[config.mk]
export PLATFORM = sky130hd
export DESIGN_NAME = vga_draw_scheduler
export DESIGN_NICKNAME = d
export VERILOG_FILES = /design/src/rtl/vga_draw_scheduler.sv
export SDC_FILE = /design/constraint.sdc
export NUM_CORES = 1
export LEC_CHECK = 0
export BUFFER_PORTS_ARGS = -buffer_cell sky130_fd_sc_hd__buf_2
export CELL_PAD_IN_SITES_DETAIL_PLACEMENT = 1
export CELL_PAD_IN_SITES_GLOBAL_PLACEMENT = 1
export CORE_ASPECT_RATIO = 2
export CORE_MARGIN = 5
export CORE_UTILIZATION = 42
export CTS_BUF_LIST = sky130_fd_sc_hd__clkbuf_16
export CTS_CLUSTER_DIAMETER = 150
export DETAILED_ROUTE_END_ITERATION = 8
export GPL_TIMING_DRIVEN = 0
export HOLD_SLACK_MARGIN = 0.12
export PLACE_DENSITY_LB_ADDON = 0.1
export SLEW_MARGIN = 10
export SYNTH_ARGS = -nofsm -noshare
export SYNTH_HDL_FRONTEND = slang
export SYNTH_SLANG_ARGS = --single-unit
[constraint.sdc]
create_clock -name clk -period 4.5 [get_ports clk]
set_clock_uncertainty 0.1 [all_clocks]
set_input_delay 0.9 -clock clk [delete_from_list [all_inputs] [get_ports clk]]
set_output_delay 0.9 -clock clk [all_outputs]
set_load 0.02 [all_outputs]
[src/rtl/vga_draw_scheduler.sv]
// vga_draw_scheduler: owns the single pixel-write port of the 320x240 VGA
// adapter. A full-screen clear engine has absolute priority; two rectangle
// requesters share the remaining time round-robin. One pixel per clock, jobs
// run to completion, all outputs registered.
//
// Handshake: req[i] is a level request that must stay high until gnt[i] is
// seen. Requests are only sampled in IDLE; the job's corner, size and colour
// are captured on the same edge that raises gnt[i], so the requester may
// change them right after. gnt[i] and done[i] are single-cycle pulses, and
// no flow control exists towards the adapter.
module vga_draw_scheduler #(
  parameter int H_RES = 320,
  parameter int V_RES = 240
) (
  input  logic       clk,
  input  logic       resetn,
  input  logic       clear_req,
  input  logic [2:0] clear_colour,
  input  logic [1:0] req,
  input  logic [8:0] rx0_0,
  input  logic [7:0] ry0_0,
  input  logic [8:0] rw_0,
  input  logic [7:0] rh_0,
  input  logic [2:0] rcol_0,
  input  logic [8:0] rx0_1,
  input  logic [7:0] ry0_1,
  input  logic [8:0] rw_1,
  input  logic [7:0] rh_1,
  input  logic [2:0] rcol_1,
  output logic [1:0] gnt,
  output logic [1:0] done,
  output logic       clear_done,
  output logic       busy,
  output logic [8:0] x,
  output logic [7:0] y,
  output logic [2:0] colour,
  output logic       plot,
  output logic [1:0] dbg_state
);

  typedef enum logic [1:0] {
    S_IDLE  = 2'd0,
    S_CLEAR = 2'd1,
    S_RECT  = 2'd2
  } state_t;

  localparam logic [9:0] H_LIM = 10'(H_RES);
  localparam logic [8:0] V_LIM = 9'(V_RES);

  state_t     state_q, state_d;
  logic       last_q, last_d;      // requester granted most recently
  logic       owner_q, owner_d;    // requester that owns the running rect
  logic       empty_q, empty_d;    // running rect has zero width or height
  logic [9:0] cx_q, cx_d;          // current sweep x, wide so it never wraps
  logic [8:0] cy_q, cy_d;          // current sweep y
  logic [9:0] x0_q, x0_d;          // left edge the sweep returns to
  logic [9:0] xe_q, xe_d;          // last x of a row
  logic [8:0] ye_q, ye_d;          // last row
  logic [2:0] col_q, col_d;

  logic [1:0] gnt_q, gnt_d;
  logic [1:0] done_q, done_d;
  logic       clear_done_q, clear_done_d;
  logic       busy_q, busy_d;
  logic [8:0] x_q, x_d;
  logic [7:0] y_q, y_d;
  logic [2:0] colour_q, colour_d;
  logic       plot_q, plot_d;

  logic       sel;
  logic [8:0] sx0, sw;
  logic [7:0] sy0, sh;
  logic [2:0] scol;
  logic [9:0] nx;
  logic [8:0] ny;
  logic       row_end, last_pix;

  assign sx0  = sel ? rx0_1  : rx0_0;
  assign sy0  = sel ? ry0_1  : ry0_0;
  assign sw   = sel ? rw_1   : rw_0;
  assign sh   = sel ? rh_1   : rh_0;
  assign scol = sel ? rcol_1 : rcol_0;

  assign row_end  = (cx_q == xe_q);
  assign last_pix = empty_q || (row_end && (cy_q == ye_q));
  assign nx       = row_end ? x0_q : cx_q + 10'd1;
  assign ny       = row_end ? cy_q + 9'd1 : cy_q;

  // Round-robin pick: a lone request wins outright, a tie goes to the other side.
  always_comb begin
    sel = (req == 2'b11) ? ~last_q : req[1];
  end

  // Next-state and next-output logic for arbitration and the raster sweep.
  always_comb begin
    state_d      = state_q;
    last_d       = last_q;
    owner_d      = owner_q;
    empty_d      = empty_q;
    cx_d         = cx_q;
    cy_d         = cy_q;
    x0_d         = x0_q;
    xe_d         = xe_q;
    ye_d         = ye_q;
    col_d        = col_q;
    gnt_d        = 2'b00;
    done_d       = 2'b00;
    clear_done_d = 1'b0;
    busy_d       = busy_q;
    x_d          = x_q;
    y_d          = y_q;
    colour_d     = colour_q;
    plot_d       = 1'b0;
    case (state_q)
      S_IDLE: begin
        busy_d = 1'b0;
        if (clear_req) begin
          state_d  = S_CLEAR;
          empty_d  = 1'b0;
          cx_d     = 10'd0;
          cy_d     = 9'd0;
          x0_d     = 10'd0;
          xe_d     = H_LIM - 10'd1;
          ye_d     = V_LIM - 9'd1;
          col_d    = clear_colour;
          busy_d   = 1'b1;
          x_d      = 9'd0;
          y_d      = 8'd0;
          colour_d = clear_colour;
          plot_d   = 1'b1;
        end else if (req != 2'b00) begin
          state_d = S_RECT;
          owner_d = sel;
          last_d  = sel;
          gnt_d   = sel ? 2'b10 : 2'b01;
          busy_d  = 1'b1;
          empty_d = (sw == 9'd0) || (sh == 8'd0);
          cx_d    = {1'b0, sx0};
          cy_d    = {1'b0, sy0};
          x0_d    = {1'b0, sx0};
          xe_d    = {1'b0, sx0} + {1'b0, sw} - 10'd1;
          ye_d    = {1'b0, sy0} + {1'b0, sh} - 9'd1;
          col_d   = scol;
          if (!empty_d) begin
            x_d      = sx0;
            y_d      = sy0;
            colour_d = scol;
            plot_d   = ({1'b0, sx0} < H_LIM) && ({1'b0, sy0} < V_LIM);
          end
        end
      end
      S_CLEAR, S_RECT: begin
        if (last_pix) begin
          state_d = S_IDLE;
          busy_d  = 1'b0;
          if (state_q == S_CLEAR) clear_done_d = 1'b1;
          else                    done_d = owner_q ? 2'b10 : 2'b01;
        end else begin
          cx_d     = nx;
          cy_d     = ny;
          x_d      = nx[8:0];
          y_d      = ny[7:0];
          colour_d = col_q;
          plot_d   = (nx < H_LIM) && (ny < V_LIM);
        end
      end
      default: begin
        state_d = S_IDLE;
        busy_d  = 1'b0;
      end
    endcase
  end

  // State, job context and registered outputs; reset aborts any job silently.
  always_ff @(posedge clk or negedge resetn) begin
    if (!resetn) begin
      state_q      <= S_IDLE;
      last_q       <= 1'b1;
      owner_q      <= 1'b0;
      empty_q      <= 1'b0;
      cx_q         <= 10'd0;
      cy_q         <= 9'd0;
      x0_q         <= 10'd0;
      xe_q         <= 10'd0;
      ye_q         <= 9'd0;
      col_q        <= 3'd0;
      gnt_q        <= 2'b00;
      done_q       <= 2'b00;
      clear_done_q <= 1'b0;
      busy_q       <= 1'b0;
      x_q          <= 9'd0;
      y_q          <= 8'd0;
      colour_q     <= 3'd0;
      plot_q       <= 1'b0;
    end else begin
      state_q      <= state_d;
      last_q       <= last_d;
      owner_q      <= owner_d;
      empty_q      <= empty_d;
      cx_q         <= cx_d;
      cy_q         <= cy_d;
      x0_q         <= x0_d;
      xe_q         <= xe_d;
      ye_q         <= ye_d;
      col_q        <= col_d;
      gnt_q        <= gnt_d;
      done_q       <= done_d;
      clear_done_q <= clear_done_d;
      busy_q       <= busy_d;
      x_q          <= x_d;
      y_q          <= y_d;
      colour_q     <= colour_d;
      plot_q       <= plot_d;
    end
  end

  assign gnt        = gnt_q;
  assign done       = done_q;
  assign clear_done = clear_done_q;
  assign busy       = busy_q;
  assign x          = x_q;
  assign y          = y_q;
  assign colour     = colour_q;
  assign plot       = plot_q;
  assign dbg_state  = state_q;

endmodule
# Yosys cells after proc, flatten, opt, wreduce, memory -nomap -nowiden

Cells that the tools add are included.

Bitwise operators: 2
Equality and inequality tests: 9
Mux-type cells: 63
Reduce and logical (&&, ||, !) cells: 17
Magnitude comparators: 4
Add/subtract/negate cells: 6

Operators by type and width:

| operator              | count |
|---|---|
| $mux 9                | 12 |
| $mux 10               | 6 |
| $mux 8                | 6 |
| $pmux 9 s2            | 2 |
| $mux 2                | 11 |
| $mux 3                | 7 |
| $pmux 10 s2           | 1 |
| $pmux 8 s2            | 1 |
| $mux 1                | 13 |
| $add 10x1->10 const B | 1 |
| $add 9x9->10          | 1 |
| $eq 10x10->1          | 1 |
| $lt 10x9->1 const B   | 1 |
| $sub 10x1->10 const B | 1 |
| $add 8x8->9           | 1 |
| $add 9x1->9 const B   | 1 |
| $eq 9x9->1            | 1 |
| $logic_not 9->1       | 1 |
| $lt 9x8->1 const B    | 1 |
| $lt 9x9->1 const B    | 1 |
| $sub 9x1->9 const B   | 1 |
| $logic_not 8->1       | 1 |
| $lt 8x8->1 const B    | 1 |
| $ne 3x3->1 const B    | 2 |
| 15 further kinds      | 26 |

Output and inout port bits: 29
Bits of input ports: 82
Logic and storage cells: 119
Bits in registers: 83

# Logic depth before layout (Yosys ltp)

Gate-level depths: netlist (run 1).

Word-level depth: 9
Mapped depth: 16
Depth with buffers taken out: 14

# Worst setup path before layout (run 1)

No wires, ideal clock.

Path kind: input to register
Start point: input port req[1]
End point: register xe_q[9]
Data arrival time: 3814 ps
Path slack: 450 ps
Buffers on the path: 2
Required time: 4264 ps
Stages: 15
Library setup time: 136 ps
Cell sequence: a21boi_4 > buf_4 > buf_2 > mux2i_1 > ha_1 > inv_1 > ha_1 > fa_1 > a21o_1 > a21oi_1 > o21bai_1 > a211o_1 > a31oi_1 > xor2_1 > o21ai_0

Longest elaborated chain between the ends: 7
Elaborated cells on any way between the ends: 11
Those cells by class: 2 x add/sub; 1 x eq/ne; 5 x mux; 3 x reduce/logical

Ends and longest elaborated chain:

| item                      | RTL line | RTL |
|---|---|---|
| start, declared           | 19       | `input logic [1:0] req,` |
| $eq 2x2->1                | 91       | `sel = (req == 2'b11) ? ~last_q : req[1];` |
| $mux 1                    | 91       |  |
| $mux 9 (on tied branches) | 78, 80   |  |
| $add 9x9->10              | 141      | `xe_d = {1'b0, sx0} + {1'b0, sw} - 10'd1;` |
| $sub 10x1->10             | 141      |  |
| $mux 10                   | 131      | `end else if (req != 2'b00) begin` |
| $mux 10                   | 117      | `if (clear_req) begin` |
| end signal, assigned      | 184      | `xe_q <= 10'd0;` |
| end signal, assigned      | 203      | `xe_q <= xe_d;` |
| end, declared             | 57       | `logic [9:0] xe_q, xe_d;` |

Several ways; a longest one is shown, not always the timed one. The select of a mux whose other input is x is not followed.
A chain may end at the register's enable or synchronous reset.

# Worst setup path after layout (run 1)

Ends and elaborated chain as after synthesis.

==> results by group, run 1 <==
Clock network
  – Post-CTS setup buffer count: 0
  – Clock-pin slew on the worst setup and hold paths: roughly 60 ps
  – Clock latency reported for the late side of the worst-skew pair: ~340 ps
  – Clock tree from TritonCTS: built
  – # resized after CTS: 2
  – Clock buffer count from CTS: 9
  – Clock H-tree levels: 3
  – Clock sink total: 82
  – Clk root buf: sky130_fd_sc_hd__clkbuf_16
  – Maximum clock insertion buffer count: 2
  – Hold-fix buffer count after cts: 0

Synth
  – Synth warn: 0
  – Sequential-to-total area share from yosys stat: 38.89%
  – Fraction of registers with async set or reset after synthesis: 100.0%
  – Synthesized instance count: 589
  – Number of synthesized register bits: 82
  – Number of flops mapped to enable cells by yosys: 0
  – Number of nets produced by synthesis: 710
  – Main flop type after synthesis: sky130_fd_sc_hd__dfrtp_1
  – Post-synthesis instance area: 5280 µm²
  – Synthesized area per cell: 8.964 µm²
  – Number of unique standard cell types used by synthesis: 49

Route
  – Via Count: 4798
  – Detailed router's first-iteration violation count: ~170
  – WL/cell: 18.98 µm
  – Pre-antenna DRT Iters: 4
  – Avg Vias per Cell: around 5.5
  – Total DRC errors in the routed layout: 0
  – Routed wire length: between 15000 and 20000 µm
  – Remaining number of nets flagged by the antenna check after routing: 0

Final layout
  – Layout Cells excl Fill: a little under 900
  – Number of antenna repair diodes: 0
  – Layout cell share with drive strength beyond 1: 20.95%
  – Most common library cell in the layout ignoring fill and taps: sky130_fd_sc_hd__buf_2
  – Number of fillers in the final layout: 1551
  – Layout area overhead: 19.88%
  – Count of nets after finishing: 832
  – Most frequent cells in the layout: 118 x sky130_fd_sc_hd__buf_2, 81 x sky130_fd_sc_hd__dfrtp_1, 69 x sky130_fd_sc_hd__a21oi_1

Timing
  – Time the final worst path needs with I/O delays and setup: 4261 ps
  – Portion of the clock cycle consumed by the worst path in the final layout: around 95%
  – RSZ-0062 raised after global routing: no
  – Max-slew violation count: 0
  – Headroom to the max-slew limit: about half
  – Number of hold-slack violations in the final timing report: 0
  – Peak Freq: between 200 and 250 MHz
  – Worst Tran Pin Value: 719.0 ps
  – Setup-violating endpoint count in the final report: 0
  – Hold slack: 358.2 ps

Critical path
  – WP data required: 4600 ps
  – Critical-path maximum fanout: 10
  – Worst reg2reg path startpoint: last_q
  – WS Path Type: input pin to register
  – Number of cells on the worst reg-to-reg path: 15
  – Kind of start point of the critical path: input pin
  – End of the worst register-to-register path: xe_q[9]
  – Register-to-register setup slack: 570 ps
  – Worst Path Arrival: ~4400 ps
  – Kind of end point of the critical path: register

Floorplan
  – Rows: 58
  – Core Box Area: between 10000 and 15000 µm²
  – Die outline width: roughly 89 µm
  – Initial core utilization: 42.30%
  – Die Y-Extent: 168.6 µm
  – # IOs: 111
  – Area of the die: 15050 µm²

Outcome
  – Run status: finished, final reports clean

Global route
  – Global-route wire length before repair: 26760 µm
  – Total track usage: 23.13%
  – Antenna violations before repair: 0
  – Via count of the first global-routing pass: between 5000 and 6000
  – Maximum number of pins on one net before global-route repair: 57
  – GRT overflow: 0

Placement
  – Count of port buffers added during placement: 110
  – Instance count after placement with tap cells included: 850
  – Final HPWL from detailed placement: 13670 µm
  – GP Congestion: between 0.8 and 0.9

Hold path
  – Min-Delay Endpoint: done[0]
  – Worst hold path type: register to register
  – Origin of the worst min-delay path: owner_q
  – Number of instances on the worst hold path: 1

Power
  – Final total power: roughly 4.6 mW
  – Worst supply voltage drop on vdd: about 0.43 mV
  – Power density over the cells: 719.4 nW/µm²
  – Lkg Pwr: 3.015 nW

Run
  – Maxcap violations: 0
[cell type report]
class | count | area [µm²] | share of cell area, %
plain buffers | 32 | 157.7 | 2.491
clock buffers | 9 | 225.2 | 3.558
clock inverters | 7 | 36.28 | 0.5732
inverters | 42 | 157.7 | 2.491
multi-input cells | 433 | 2932 | 46.31
flip-flops and latches | 82 | 2053 | 32.44
well taps | 150 | 187.7 | 2.965
repair buffers | 111 | 580.6 | 9.172
[stage by stage]
step	setup TNS, ps	setup slack, ps	util, %	area (µm²)
floorplan	0	449.6	-	5280
global placement	-843.8	-331.3	48.22	6018
detailed placement	-1516	-475.3	48.46	6048
CTS	0	44.73	50.60	6316
global route	0	66.53	50.71	6330
finish	0	239.5	50.71	6330
[report_power, final]
part	switching, mW	internal, mW
Sequential	0.274	1.10
Combinational	1.57	0.956
Clock	0.291	0.366
[logic make-up (layout without fill, tap and decap cells)]
kind of cell | Yosys count | count (layout) | share of synthesized area [%]
AOI/OAI and AO/OA | 144 | 144 | 16.11
xor gates and xnor gates | 46 | 46 | 7.630
adders and majority gates | 39 | 39 | 9.526
buffers and inverters | 74 | 201 | 5.735
DFF | 82 | 82 | 38.89
muxes | 44 | 44 | 8.389
and+or+nand+nor | 160 | 160 | 13.72
[critical path, cell delays in order]
cell	delay, ps
sky130_fd_sc_hd__buf_2	110
sky130_fd_sc_hd__a21boi_4	320
sky130_fd_sc_hd__buf_6	240
sky130_fd_sc_hd__buf_6	230
sky130_fd_sc_hd__mux2i_2	340
sky130_fd_sc_hd__ha_1	190
sky130_fd_sc_hd__inv_1	40
sky130_fd_sc_hd__ha_1	220
sky130_fd_sc_hd__fa_1	420
sky130_fd_sc_hd__a21o_1	180
sky130_fd_sc_hd__a21oi_1	260
sky130_fd_sc_hd__o21bai_1	150
sky130_fd_sc_hd__a211o_1	330
sky130_fd_sc_hd__a31oi_1	200
sky130_fd_sc_hd__xor2_1	160
sky130_fd_sc_hd__o21ai_0	80
[worst max path at each step]
| stage | start | end | slack, ps | cells after the start |
|---|---|---|---|---|
| floorplan | req[1] | xe_q[9] | 450 | 15 |
| global placement | req[0] | xe_q[9] | -330 | 16 |
| detailed placement | req[0] | xe_q[9] | -480 | 16 |
| CTS | req[0] | xe_q[9] | 40 | 16 |
| global route | req[1] | xe_q[9] | 70 | 16 |
| finish | req[1] | xe_q[9] | 240 | 16 |
[per-layer routing]
metal | up-vias | track usage (%) | part of all wire [%]
met3 | 28 | 2.825 | 4.3
met5 | - | 0 | 0
met4 | 0 | 9.527 | 3.1
met2 | 134 | 43.50 | 56
li1 | 2278 | - | -
met1 | 2358 | 24.89 | 36
[flip-flops by register name, indices dropped and copies added (netlist names)]
name and cells:
cx_q 10, xe_q 10, cy_q 9, x0_q 9
x 9, ye_q 9, y 8, col_q 3
colour 3, dbg_state 2, done 2, gnt 2
busy 1, clear_done 1, empty_q 1, last_q 1
owner_q 1, plot 1
[synthesized netlist by cell type, types with 2 or more instances]
cell	count	area, µm²
sky130_fd_sc_hd__fa_1	2	40.04
sky130_fd_sc_hd__o22ai_1	2	12.51
sky130_fd_sc_hd__nand2b_1	2	12.51
sky130_fd_sc_hd__nor2_1	67	251.5
sky130_fd_sc_hd__xnor2_1	28	245.2
sky130_fd_sc_hd__inv_1	42	157.7
sky130_fd_sc_hd__o22a_1	10	87.58
sky130_fd_sc_hd__a21o_1	5	37.54
sky130_fd_sc_hd__xor2_1	18	157.7
sky130_fd_sc_hd__mux2_2	2	22.52
sky130_fd_sc_hd__nor3b_1	2	15.01
sky130_fd_sc_hd__o21bai_1	2	15.01
sky130_fd_sc_hd__nor4_1	4	25.02
sky130_fd_sc_hd__and3_1	5	31.28
sky130_fd_sc_hd__ha_1	37	462.9
sky130_fd_sc_hd__mux2i_1	42	420.4
sky130_fd_sc_hd__buf_2	11	55.05
sky130_fd_sc_hd__nand2_1	46	172.7
sky130_fd_sc_hd__nand4_1	10	62.56
sky130_fd_sc_hd__a211o_1	3	26.28
sky130_fd_sc_hd__a21oi_1	69	345.3
sky130_fd_sc_hd__a31oi_1	4	25.02
sky130_fd_sc_hd__clkbuf_1	19	71.32
sky130_fd_sc_hd__nor3_1	5	25.02
sky130_fd_sc_hd__o21ai_0	33	165.2
sky130_fd_sc_hd__and4_1	2	17.52
sky130_fd_sc_hd__dfrtp_1	81	2027
sky130_fd_sc_hd__nand3_1	6	30.03
sky130_fd_sc_hd__nor2b_1	2	12.51
sky130_fd_sc_hd__or2_2	4	25.02
sky130_fd_sc_hd__o211ai_1	6	45.04
Power figures use the tool's default switching activity.
==> run 2, diff against run 1 <==
--- a/config.mk
+++ b/config.mk
@@ -5,16 +5,16 @@
 export SDC_FILE = /design/constraint.sdc
 export NUM_CORES = 1
 export LEC_CHECK = 0
+export ABC_AREA = 1
 export BUFFER_PORTS_ARGS = -buffer_cell sky130_fd_sc_hd__buf_2
 export CELL_PAD_IN_SITES_DETAIL_PLACEMENT = 1
 export CELL_PAD_IN_SITES_GLOBAL_PLACEMENT = 1
 export CORE_ASPECT_RATIO = 2
 export CORE_MARGIN = 5
-export CORE_UTILIZATION = 42
+export CORE_UTILIZATION = 40
 export CTS_BUF_LIST = sky130_fd_sc_hd__clkbuf_16
 export CTS_CLUSTER_DIAMETER = 150
 export DETAILED_ROUTE_END_ITERATION = 8
-export GPL_TIMING_DRIVEN = 0
 export HOLD_SLACK_MARGIN = 0.12
 export PLACE_DENSITY_LB_ADDON = 0.1
 export SLEW_MARGIN = 10
==> results by group, run 2 <==
Outcome
  – Run status: finished, final reports clean (unchanged)

Final layout
  – Most common library cell in the layout ignoring fill and taps: sky130_fd_sc_hd__nand2_1 (was sky130_fd_sc_hd__buf_2)
  – Post-route design area: 6578 µm² (was 6330 µm²)
  – Layout Cells excl Fill: 1069 (was 866)
  – Most frequent cells in the layout: 241 x sky130_fd_sc_hd__nand2_1, 109 x sky130_fd_sc_hd__buf_2, 106 x sky130_fd_sc_hd__inv_1 (was 118 x sky130_fd_sc_hd__buf_2, 81 x sky130_fd_sc_hd__dfrtp_1, 69 x sky130_fd_sc_hd__a21oi_1)
  – Number of fillers in the final layout: 1841 (was 1551)
  – Number of antenna repair diodes: 0 (unchanged)
  – Leading registers by flop count: cx_q: 10 flops, xe_q: 10 flops (unchanged)
  – Layout area overhead: 17.11% (was 19.88%)
  – Final core utilization: 47.35% (was 50.71%)
  – Count of nets after finishing: 997 (was 832)
  – Layout cell share with drive strength beyond 1: 17.73% (was 20.95%)

Clock network
  – Clk root buf: sky130_fd_sc_hd__clkbuf_16 (unchanged)
  – Clock H-tree levels: 3 (unchanged)
  – Clock tree from TritonCTS: built (unchanged)
  – Clock-pin slew on the worst setup and hold paths: 60 ps (about the same)
  – Post-CTS setup buffer count: 0 (unchanged)
  – Clock buffer count from CTS: 9 (unchanged)
  – # resized after CTS: 0 (was 2)
  – Clock latency reported for the late side of the worst-skew pair: 340 ps (about the same)
  – Hold-fix buffer count after cts: 0 (unchanged)
  – Maximum clock insertion buffer count: 2 (unchanged)
  – Clock sink total: 82 (unchanged)

Synth
  – Number of unique standard cell types used by synthesis: 41 (was 49)
  – Synthesized instance count: 774 (was 589)
  – Number of flops mapped to enable cells by yosys: 0 (unchanged)
  – Synthesized area per cell: 7.257 µm² (was 8.964 µm²)
  – Top cell type by total area after synthesis: sky130_fd_sc_hd__dfrtp_1 (unchanged)
  – Number of synthesized register bits: 82 (unchanged)
  – Synth warn: 0 (unchanged)
  – Most frequent cells after synthesis: 241 x sky130_fd_sc_hd__nand2_1, 104 x sky130_fd_sc_hd__inv_1, 81 x sky130_fd_sc_hd__dfrtp_1 (was 81 x sky130_fd_sc_hd__dfrtp_1, 69 x sky130_fd_sc_hd__a21oi_1, 67 x sky130_fd_sc_hd__nor2_1)
  – Cell with the most instances after synthesis: sky130_fd_sc_hd__nand2_1 (was sky130_fd_sc_hd__dfrtp_1)
  – Sequential-to-total area share from yosys stat: 36.56% (was 38.89%)
  – Post-synthesis instance area: 5617 µm² (was 5280 µm²)
  – Number of nets produced by synthesis: 895 (was 710)
  – Fraction of registers with async set or reset after synthesis: 100.0% (unchanged)
  – Portion of synthesized cell area occupied by the leading cell type: 36.09% (was 38.39%)
  – Main flop type after synthesis: sky130_fd_sc_hd__dfrtp_1 (unchanged)
  – Top cells by area, synth: sky130_fd_sc_hd__dfrtp_1 36%, sky130_fd_sc_hd__nand2_1 16%, sky130_fd_sc_hd__ha_1 8.2%, sky130_fd_sc_hd__inv_1 7.0%, sky130_fd_sc_hd__o21ai_0 3.6% (was sky130_fd_sc_hd__dfrtp_1 38%, sky130_fd_sc_hd__ha_1 8.8%, sky130_fd_sc_hd__mux2i_1 8.0%, sky130_fd_sc_hd__a21oi_1 6.5%, sky130_fd_sc_hd__nor2_1 4.8%)

Placement
  – Count of port buffers added during placement: 110 (unchanged)
  – Worst setup slack after placement: 680.3 ps (was -475.3 ps)
  – Final HPWL from detailed placement: 14830 µm (was 13670 µm)
  – Placed standard-cell area: 6301 µm² (was 6048 µm²)
  – Instance count after placement with tap cells included: 1054 (was 850)
  – GP Congestion: 0.8834 (was 0.8538)

Critical path
  – WS Path Type: input pin to register (unchanged)
  – Kind of start point of the critical path: input pin (unchanged)
  – Kind of end point of the critical path: register (unchanged)
  – Critical-path maximum fanout: 28 (was 10)
  – Worst Path Arrival: 3590 ps (was 4370 ps)
  – WP data required: 4600 ps (about the same)

Hold path
  – Worst hold path type: register to register (unchanged)

Timing
  – Setup TNS Final: 0 ps (unchanged)
  – RSZ-0062 raised after global routing: no (unchanged)
  – Worst Tran Pin Value: 783.8 ps (was 719.0 ps)
  – Setup-violating endpoint count in the final report: 0 (unchanged)
  – Number of hold-slack violations in the final timing report: 0 (unchanged)
  – Setup slack of the critical path after layout: 1011 ps (was 239.5 ps)
  – Time the final worst path needs with I/O delays and setup: 3489 ps (was 4261 ps)
  – Headroom to the max-slew limit: 47.19% (was 51.67%)
  – Portion of the clock cycle consumed by the worst path in the final layout: 77.53% (was 94.68%)
  – Max-slew violation count: 0 (unchanged)
  – Hold slack: 345.5 ps (was 358.2 ps)
  – Peak Freq: 286.6 MHz (was 234.7 MHz)

Floorplan
  – Area of the die: 16660 µm² (was 15050 µm²)
  – Core Box Area: 13890 µm² (was 12480 µm²)
  – Die outline width: 93.79 µm (was 89.28 µm)
  – Die Y-Extent: 177.6 µm (was 168.6 µm)
  – # IOs: 111 (unchanged)
  – Rows: 61 (was 58)
  – Initial core utilization: 40.43% (was 42.30%)

Power
  – Power share of the sequential group: 30.0% (was 30.1%)
  – Switching component of the power: 1.948 mW (was 2.134 mW)
  – Worst supply voltage drop on vdd: 0.2360 mV (was 0.4299 mV)
  – Lkg Pwr: 3.531 nW (was 3.015 nW)
  – Proportion of total power due to net switching: 47.62% (was 46.87%)
  – Internal power of the cells: 2.143 mW (was 2.420 mW)
  – Clock Power Share: 17.5% (was 14.4%)
  – Relative contribution of combinational cells to total power: 52.5% (was 55.5%)
  – Final total power: 4.091 mW (was 4.554 mW)
  – Power density over the cells: 622.0 nW/µm² (was 719.4 nW/µm²)

Route
  – Pre-antenna DRT Iters: 4 (unchanged)
  – Via Count: 5367 (was 4798)
  – Remaining number of nets flagged by the antenna check after routing: 0 (unchanged)
  – Detailed router's first-iteration violation count: 147 (was 167)
  – Avg Vias per Cell: 5.021 (was 5.540)
  – Total DRC errors in the routed layout: 0 (unchanged)
  – Routed wire length: 18250 µm (was 16440 µm)
  – WL/cell: 17.07 µm (was 18.98 µm)

Global route
  – Global-route wire length before repair: 29950 µm (was 26760 µm)
  – Via count of the first global-routing pass: 5854 (was 5449)
  – GRT overflow: 0 (unchanged)
  – Antenna violations before repair: 0 (unchanged)
  – Total track usage: 23.18% (was 23.13%)
  – Maximum number of pins on one net before global-route repair: 57 (unchanged)

Run
  – Maxcap violations: 0 (unchanged)
-- run 2: per-layer routing --
| layer | vias up | share of wire [%] | GRT usage [%] |
|---|---|---|---|
| met3 | 20 | 4.3 | 3.437 |
| met1 | 2536 | 41 | 27.18 |
| met2 | 144 | 53 | 42.18 |
| li1 | 2667 | - | - |
| met4 | 0 | 2.2 | 7.957 |
| met5 | - | 0 | 0 |
-- run 2: power groups by stage --
stage          sequential [mW]  clock [mW]  combinational (mW)
5_1_grt                   1.26       0.764                2.44
3_5_place_dp              1.23           0                2.15
2_1_floorplan             1.29           0                1.45
6_report                  1.23       0.717                2.15
3_3_place_gp              1.22           0                2.07
4_1_cts                   1.23       0.725                2.17
-- run 2: final cells by class --
class	instances	area (µm²)	share of cell area, %
multi-input combinational	549	2969	45.14
sequential	82	2053	31.22
timing repair buffer	115	590.6	8.978
inverter	119	451.7	6.867
tap	189	236.5	3.595
clock buffer	9	225.2	3.424
clock inverter	6	51.30	0.7799
-- run 2: cells by family (layout without fill, tap and decap cells) --
family,Yosys count,in the layout,share of synthesized area (%)
AND/OR/NAND/NOR,339,339,24.86
buffers and inverters,143,249,10.58
AO/OA/AOI/OAI,139,139,13.83
flip-flops,82,82,36.56
adder cells (fa/ha/maj),39,39,8.955
XOR/XNOR,22,22,3.431
multiplexers,10,10,1.782
-- run 2: final timing paths --
check / startpoint / endpoint / slack (ps) / cells after the start
max: req[0] / xe_q[9] / 1010 / 16
min: owner_q / done[0] / 350 / 1
max reg2reg: last_q / xe_q[9] / 1120 / 15
min reg2reg: owner_q / done[0] / 350 / 1
max in group asynchronous: resetn / last_q / 2910 / 2
min in group asynchronous: resetn / x[3] / 500 / 1
-- run 2: worst max-delay path, stage by stage --
cell,delay [ps]
sky130_fd_sc_hd__buf_2,90
sky130_fd_sc_hd__nand2_1,60
sky130_fd_sc_hd__nand2_2,80
sky130_fd_sc_hd__buf_4,310
sky130_fd_sc_hd__mux2i_1,400
sky130_fd_sc_hd__ha_1,200
sky130_fd_sc_hd__inv_1,40
sky130_fd_sc_hd__ha_1,220
sky130_fd_sc_hd__fa_1,410
sky130_fd_sc_hd__nand3_1,120
sky130_fd_sc_hd__a21oi_1,120
sky130_fd_sc_hd__o21a_1,210
sky130_fd_sc_hd__o21ai_0,160
sky130_fd_sc_hd__nand2_1,90
sky130_fd_sc_hd__nor2_1,100
sky130_fd_sc_hd__o22ai_1,80
